`src/rtl/led_pkg.sv`:
```
// Shared constants and FSM encoding for the LED frame path.
package led_pkg;

    localparam int c_ch_per_board = 32;
    localparam int c_bpc_default  = 12;

    typedef enum logic [2:0] {
        S_IDLE  = 3'd0,
        S_FETCH = 3'd1,
        S_LOAD  = 3'd2,
        S_SHIFT = 3'd3,
        S_LATCH = 3'd4,
        S_DRQ   = 3'd5,
        S_GAP   = 3'd6
    } state_t;

endpackage

```
`src/rtl/led_bit_timer.sv`:
```
// Serial clock prescaler and bit counter: c_clkdiv cycles low, c_clkdiv cycles high per bit.
module led_bit_timer #(
    parameter int c_clkdiv = 4,
    parameter int c_bpc    = 12
) (
    input  logic clk,
    input  logic rst,
    input  logic clr,
    input  logic en,
    output logic sclk,
    output logic bit_start,
    output logic word_done
);

    localparam int c_div_w = $clog2(c_clkdiv + 1);
    localparam int c_bit_w = $clog2(c_bpc + 1);
    localparam logic [c_div_w-1:0] c_div_last = c_div_w'(c_clkdiv - 1);
    localparam logic [c_bit_w-1:0] c_bit_last = c_bit_w'(c_bpc - 1);

    logic [c_div_w-1:0] div_cnt;
    logic [c_bit_w-1:0] bit_cnt;
    logic               phase_end;

    assign phase_end = en && (div_cnt == c_div_last);
    // Falling edge ends the current bit; the next bit's low phase starts after it.
    assign bit_start = phase_end && sclk;
    assign word_done = bit_start && (bit_cnt == c_bit_last);

    always_ff @(posedge clk) begin
        if (rst || clr) begin
            div_cnt <= '0;
            bit_cnt <= '0;
            sclk    <= 1'b0;
        end else if (en) begin
            if (phase_end) begin
                div_cnt <= '0;
                sclk    <= ~sclk;
                if (sclk)
                    bit_cnt <= bit_cnt + 1'b1;
            end else begin
                div_cnt <= div_cnt + 1'b1;
            end
        end
    end

endmodule

```
`src/rtl/led_shifter.sv`:
```
// Frame refresher: streams the current colour buffer into the LED board chain.
// LED_SHIFTER_TESTPAT_EN adds i_test, which replaces buffer data with all-ones words.
module led_shifter
    import led_pkg::*;
#(
    parameter int c_ledboards = 30,
    parameter int c_bpc       = c_bpc_default,
    parameter int c_clkdiv    = 4,
    parameter int c_gap       = 4096,
    localparam int c_channels = c_ledboards * c_ch_per_board,
    localparam int c_addr_w   = $clog2(c_channels)
) (
    input  logic                i_clk,
    input  logic                i_rst,
    input  logic                i_en,
`ifdef LED_SHIFTER_TESTPAT_EN
    input  logic                i_test,
`endif
    output logic [c_addr_w-1:0] o_raddr,
    input  logic [c_bpc-1:0]    i_data,
    output logic                o_sclk,
    output logic                o_sdata,
    output logic                o_latch,
    output logic                o_drq,
    output logic                o_busy
);

    localparam int c_lat_w = $clog2(c_clkdiv + 1);
    localparam int c_gap_w = $clog2(c_gap + 1);
    localparam logic [c_lat_w-1:0]  c_lat_last = c_lat_w'(c_clkdiv - 1);
    localparam logic [c_addr_w-1:0] c_top_addr = c_addr_w'(c_channels - 1);
    // DRQ cycle + GAP cycles + IDLE cycle span c_gap, so the next fetch lands c_gap cycles after o_drq.
    localparam logic [c_gap_w-1:0]  c_gap_load = c_gap_w'(c_gap - 2);

    state_t              state, state_nxt;
    logic [c_addr_w-1:0] raddr;
    logic [c_bpc-1:0]    shreg;
    logic [c_lat_w-1:0]  lat_cnt;
    logic [c_gap_w-1:0]  gap_cnt;
    logic                bit_start, word_done;
    logic [c_bpc-1:0]    load_word;

`ifdef LED_SHIFTER_TESTPAT_EN
    logic test_q;
    assign load_word = test_q ? {c_bpc{1'b1}} : i_data;
`else
    assign load_word = i_data;
`endif

    assign o_raddr = raddr;

    led_bit_timer #(
        .c_clkdiv (c_clkdiv),
        .c_bpc    (c_bpc)
    ) u_timer (
        .clk       (i_clk),
        .rst       (i_rst),
        .clr       (state == S_LOAD),
        .en        (state == S_SHIFT),
        .sclk      (o_sclk),
        .bit_start (bit_start),
        .word_done (word_done)
    );

    always_ff @(posedge i_clk) begin
        if (i_rst)
            state <= S_IDLE;
        else
            state <= state_nxt;
    end

    always_comb begin
        state_nxt = state;
        case (state)
            S_IDLE:  if (i_en) state_nxt = S_FETCH;
            S_FETCH: state_nxt = S_LOAD;
            S_LOAD:  state_nxt = S_SHIFT;
            S_SHIFT: if (word_done) state_nxt = (raddr == '0) ? S_LATCH : S_FETCH;
            S_LATCH: if (lat_cnt == c_lat_last) state_nxt = S_DRQ;
            S_DRQ:   state_nxt = S_GAP;
            S_GAP:   if (gap_cnt == c_gap_w'(1)) state_nxt = S_IDLE;
            default: state_nxt = S_IDLE;
        endcase
    end

    always_comb begin
        o_busy  = 1'b0;
        o_sdata = 1'b0;
        o_latch = 1'b0;
        o_drq   = 1'b0;
        case (state)
            S_FETCH, S_LOAD: o_busy = 1'b1;
            S_SHIFT: begin
                o_busy  = 1'b1;
                o_sdata = shreg[c_bpc-1];
            end
            S_LATCH: begin
                o_busy  = 1'b1;
                o_latch = 1'b1;
            end
            S_DRQ: begin
                o_busy = 1'b1;
                o_drq  = 1'b1;
            end
            default: ;
        endcase
    end

    always_ff @(posedge i_clk) begin
        if (i_rst) begin
            raddr   <= '0;
            shreg   <= '0;
            lat_cnt <= '0;
            gap_cnt <= '0;
`ifdef LED_SHIFTER_TESTPAT_EN
            test_q  <= 1'b0;
`endif
        end else begin
            case (state)
                S_IDLE: if (i_en) begin
                    raddr  <= c_top_addr;
`ifdef LED_SHIFTER_TESTPAT_EN
                    test_q <= i_test;
`endif
                end
                S_LOAD: shreg <= load_word;
                S_SHIFT: begin
                    lat_cnt <= '0;
                    if (bit_start)
                        shreg <= shreg << 1;
                    if (word_done && raddr != '0)
                        raddr <= raddr - 1'b1;
                end
                S_LATCH: lat_cnt <= lat_cnt + 1'b1;
                S_DRQ:   gap_cnt <= c_gap_load;
                S_GAP:   gap_cnt <= gap_cnt - 1'b1;
                default: ;
            endcase
        end
    end

endmodule

```
`config.mk`:
```
export PLATFORM = sky130hd
export DESIGN_NAME = led_shifter
export DESIGN_NICKNAME = d
export VERILOG_FILES = /design/src/rtl/led_pkg.sv /design/src/rtl/led_bit_timer.sv /design/src/rtl/led_shifter.sv
export SDC_FILE = /design/constraint.sdc
export NUM_CORES = 1
export LEC_CHECK = 0
export CORE_MARGIN = 2
export CORE_UTILIZATION = 50
export DETAILED_ROUTE_END_ITERATION = 16
export PLACE_DENSITY = 0.73
export SYNTH_ARGS = -nofsm -noshare
export SYNTH_HDL_FRONTEND = slang
export SYNTH_SLANG_ARGS = --single-unit
```
`constraint.sdc`:
```
create_clock -name i_clk -period 2.6 [get_ports i_clk]
set_input_delay 0.52 -clock i_clk [delete_from_list [all_inputs] [get_ports i_clk]]
set_output_delay 0.52 -clock i_clk [all_outputs]
set_load 0.05 [all_outputs]
```
### After elaboration in Yosys (flattened, before gate mapping)

Cells that the tools add are included.

| cells by class | value |
|---|---|
| eq/ne operators | 16 |
| bitwise logic cells | 1 |
| reductions and logical operators | 18 |
| mux-type cells | 18 |
| add/sub/neg operators | 5 |

Operators by type and width:

| operator | number |
|---|---|
| case mux 13 bit (2 select lines) | 1 |
| case mux 12 bit (2 select lines) | 1 |
| case mux 3 bit (7 select lines) | 1 |
| two-way mux 10 bit | 2 |
| case mux 10 bit (2 select lines) | 1 |
| two-way mux 3 bit | 6 |
| == test 13 x 1 -> 1 bit, second input constant | 1 |
| subtractor 13 x 1 -> 13 bit, second input constant | 1 |
| == test 3 x 2 -> 1 bit, second input constant | 4 |
| two-way mux 12 bit | 1 |
| inequality test 2 bit, second input constant | 6 |
| logical NOT 10 bit | 1 |
| nonzero test 10 bit | 1 |
| subtractor 10 x 1 -> 10 bit, second input constant | 1 |
| == test 3 bit, second input constant | 3 |
| nonzero test 2 bit | 4 |
| adder 3 x 1 -> 3 bit, second input constant | 2 |
| case mux 3 bit (2 select lines) | 1 |
| AND reduction 3 bit | 2 |
| OR reduction 5 bit | 1 |
| adder 4 x 1 -> 4 bit, second input constant | 1 |
| == test 4 bit, second input constant | 1 |
| logical AND 1 bit | 4 |
| two-way mux 1 bit | 4 |
| 6 further kinds | 7 |

| word-level totals | value |
|---|---|
| input bits | 15 |
| bits in registers | 49 |
| word-level logic and storage cells | 66 |
| output and inout bits | 15 |

### Depth between registers and ports, before layout

| logic depth | value |
|---|---|
| depth after elaboration | 7 |
| depth in mapped cells | 8 |

### By module

From an unflattened synthesis, not the netlist that was laid out.

| second synthesis, totals | value |
|---|---|
| cell total of the unflattened synthesis | 305 |
| area total of the unflattened synthesis | 2577.5 um^2 |

Modules (own cells, without submodules):

| module | area each (um^2) | times used | cells each |
|---|---|---|---|
| led_shifter | 2205.9 | 1 | 263 |
| led_bit_timer | 371.6 | 1 | 42 |

### Worst setup path after synthesis

No wires, ideal clock.

| path | value |
|---|---|
| path kind | reg2out |
| from | register state[2] |
| to | output port o_sdata |
| stages on the path, launching flop included | 7 |
| arrival | 1650 ps |
| required time | 2080 ps |
| path slack | 430 ps |
| path buffers | 3 |
| path through | dfxtp_1 > buf_2 > inv_1 > and3_1 > clkbuf_1 > clkbuf_1 > and2_1 |

| between the ends | value |
|---|---|
| word-level cells in the longest chain between the ends | 2 |

RTL lines:

| element | RTL line | source |
|---|---|---|
| from (decl) | led_shifter.sv:35 | `state_t state, state_nxt;` |
| from (signal assigned) | led_shifter.sv:69 | `state <= state_nxt;` |
| == test 3 x 2 -> 1 bit | led_shifter.sv:91 | `case (state)` |
| two-way mux 1 bit | led_shifter.sv:91 |  |
| to (decl) | led_shifter.sv:22 | `output logic o_sdata,` |

Every way passes these cells.

### Final worst setup path

| path | value |
|---|---|
| from | register state[0] |
| to | output port o_busy |

| between the ends | value |
|---|---|
| word-level cells in the longest chain between the ends | 3 |
| elaborated cells on any way between the ends | 7 |

RTL lines:

| element | RTL line | source |
|---|---|---|
| == test 3 bit (tied with other cells) | led_shifter.sv:91 |  |
| OR reduction 5 bit (no line) * | - |  |
| two-way mux 1 bit * | led_shifter.sv:91 |  |
| to (decl) | led_shifter.sv:25 | `output logic o_busy` |

Every way passes the cells marked *; elsewhere a longest branch is shown, timed or not.

==> run_results.csv <==
group,metric,value,unit
sta,hold_viol_final,0,
grt,grt_pass1_vias,1911,
sta,finalMaxSlewViolations,0,
pwr,p_switching,584,uW
detailed_routing,vias,2124,
grt,grt_max_degree,25,
die,dieArea,0.00534,mm2
yosys,syn_inst,288,
critical_path,arrival,1.89,ns
detailed_routing,drt_iter0_markers,101,
yosys,synth_top_family_by_area,"simple AND/OR/NAND/NOR gates",
sta,worst_pin_slew,0.502,ns
cts,cts-root-buf,"clkbuf_8",
grt,grt_pass1_wl,8520,um
yosys,synth_edf_count,0,
grt,overflow,0,
critical_path,crit_chain,"nor3_1 -> a21oi_1 -> clkdlybuf4s50_1",
cts,h-tree-depth,2,
cts,cts_buffers,5,
yosys,yosysWarnings,0,
detailed_routing,vias_per_cell,5.74,
flow_run,max_cap_violations,0,
cells_and_area,regArea,981,um2
cells_and_area,multiInputGateArea,0.00129,mm2
yosys,postSynthAreaPerCell,8.28,um2
placement,gp_congestion,0.870,
die,floorplan.initialDensity,51.2,%
yosys,synth_compound_area_share,18.9,%
yosys,synth.largest_area_cell,"dfxtp_1",
pwr,p_per_area,655,mW/mm2
sta,tns,0,ns
detailed_routing,post-route-drc-count,0,
sta,period_needed,2.41,ns
critical_path,path_class,"reg2out",
critical_path,cp_max_fo,11,
detailed_routing,detail_route.wl_per_cell,13.7,um
die,boundaryPins,30,
placement,dpl.hpwl,3490,um
yosys,ys_async_sr_fraction,0,%
sta,max_slew_margin,66.5,%
yosys,yosys-top-cells-count,"dfxtp_1, nand2_1, nor2_1",
critical_path,cp-start-kind,"register",
cells_and_area,layout-drive-gt1-share,9.49,%
cells_and_area,nNetsFinal,338,
cts,cts_setup_buffers,0,
grt,antenna_found_initial,0,
sta,rsz0062_at_grt,"false",
pwr,power_frac_clock,30.3,%
sta,worst_slack,0.193,ns
yosys,synthSimpleGateAreaFrac,25.4,%
die,core-area,0.00466,mm2
yosys,synth_most_common_cell,"dfxtp_1",
placement,io_buffers,29,
cells_and_area,antenna_cells,0,
cts,cts_sinks,49,
sta,setup_viol,0,
cts,clock_latency,0.30,ns
pwr,pwr-share-comb,23.7,%
yosys,ys_types,47,
yosys,synth_top_area_share,41.1,%
critical_path,slowest_delay,0.82,ns
yosys,synth_xor_area_share,5.14,%
pwr,ir_worst_vdd,0.000436,V
die,rows,25,
cts,ctsHoldBuffers,0,
pwr,netSwitchingFraction,31.1,%
cells_and_area,nFillCells,408,
pwr,intPower,1.30,mW
yosys,synth_fp_nets,311,
die,die_w,73.1,um
yosys,seq_area_frac_synth,41.1,%
yosys,ys_seq_elements,49,
yosys,synthTopCellsByArea,"dfxtp_1, a311oi_1, nand2_1",
sta,period_share,92.6,%
critical_path,required,2.08,ns
detailed_routing,routed_wl,5070,um
critical_path,end_kind,"output pin",
min_path,min_path_type,"reg2reg",
cts,cts_resized,0,
critical_path,critical_path.slowest_cell,"clkdlybuf4s50_1",
pwr,power.leakage,1.07,nW
cts,cts_tree,"done",
yosys,synth_fa_ha_area_share,4.20,%
cts,path_clk_slew,0.09,ns
yosys,synthMuxAreaShare,0.472,%
detailed_routing,final_antenna_net_count,0,
pwr,seqPwrFrac,46.0,%
yosys,syn_area,0.00238,mm2
detailed_routing,dr.pass1.iters,4,
cells_and_area,area_growth,20.4,%
sta,fmax,416,MHz
yosys,synth_flop_cell,"dfxtp_1",
placement,place_ws,0.386,ns
grt,grt_use_total,20.3,%
cts,clock_path_buffers,2,
status,status,"finished, final reports clean",
sta,clock_skew,0.00881,ns
die,die_y,73.1,um
[path summary, 6_finish.rpt]
kind,to,slack (ns),from,depth (start not counted)
setup / recovery,o_busy,0.19,state[0]$_SDFFE_PP0P_,3
hold reg to reg,u_timer.div_cnt[2]$_SDFFE_PP0N_,0.45,u_timer.div_cnt[2]$_SDFFE_PP0N_,2
hold / removal,u_timer.div_cnt[2]$_SDFFE_PP0N_,0.45,u_timer.div_cnt[2]$_SDFFE_PP0N_,2
setup reg to reg,state[1]$_SDFFE_PP0P_,0.38,gap_cnt[4]$_SDFFE_PP0P_,5
[sequential cells by signal, summed over array words and instances (netlist names)]
| signal | flops |
|---|---|
| gap_cnt | 13 |
| lat_cnt | 3 |
| o_raddr | 10 |
| shreg | 12 |
| state | 3 |
| u_timer.bit_cnt | 4 |
| u_timer.div_cnt | 3 |
| u_timer.sclk | 1 |
[metal layers]
metal / up-vias / wire length [um] / GRT usage, %
li1: 1077 / - / -
met1: 996 / 2380 / 26.3
met2: 47 / 2380 / 32.9
met3: 4 / 252 / 4.83
met4: 0 / 60 / 7.61
met5: - / 0 / 0
[final cells by class]
| type | instances | share of cell area [%] |
|---|---|---|
| Multi-Input combinational cell | 209 | 44.9 |
| Tap cell | 54 | 2.35 |
| Sequential cell | 49 | 34.2 |
| Timing Repair Buffer | 39 | 12.9 |
| Inverter | 11 | 1.44 |
| Clock inverter | 2 | 1.31 |
| Clock buffer | 6 | 2.88 |
[cells in the final DEF, fill, tap and decap left out, drive strengths merged, types with 2 or more instances in the layout]
cell,netlist,final
dfxtp,49,49
nand2,37,37
nor2,36,36
clkdlybuf4s50,0,26
a21oi,22,22
a311oi,18,18
nor3,14,14
buf,1,13
inv,11,11
xnor2,9,9
ha,8,8
clkbuf,18,6
xor2,5,5
and3,4,4
a211oi,4,4
o21ai,4,4
and2,3,3
nor4,3,3
nor3b,3,3
o31ai,3,3
nand4,3,3
or3,3,3
nor2b,2,2
or2,2,2
nand3b,2,2
nand3,2,2
o211a,2,2
or4b,2,2
o41ai,2,2
[cell families (layout without fill, tap and decap cells)]
| logic type | after synthesis | count (layout) |
|---|---|---|
| simple gates | 123 | 123 |
| compound gates | 63 | 63 |
| flops | 49 | 49 |
| buf+inv | 30 | 58 |
| xor+xnor | 14 | 14 |
| fa+ha+maj | 8 | 8 |
| mux | 1 | 1 |
[stage by stage]
step / cell area (um2) / power (mW) / cells / hold slack, ns / utilization (%)
finish: 2870 / 1.88 / 370 / 0.450 / 61.6
global route: 2870 / 1.97 / 370 / 0.477 / 61.6
CTS: 2870 / 1.90 / 370 / 0.456 / 61.6
detailed placement: 2750 / 1.32 / 362 / 0.439 / 59.0
global placement: 2750 / 1.32 / 362 / 0.428 / 59.0
floorplan: 2380 / 1.19 / 288 / 0.418 / -
[power by group through the flow]
stage	logic [mW]	clock network (mW)	registers (mW)
after global routing	0.486	0.609	0.874
after detailed placement	0.442	0	0.880
after global placement	0.437	0	0.879
after CTS	0.446	0.587	0.863
after floorplan	0.251	0	0.934
final	0.446	0.570	0.864
[critical path, delay by kind of cell (launching register included)]
family	cells	cell delay [ns]
AND/OR/NAND/NOR	1	0.11
flip-flops	1	0.52
AO/OA/AOI/OAI	1	0.14
buffers and inverters	1	0.82
Power figures use the tool's default switching activity.
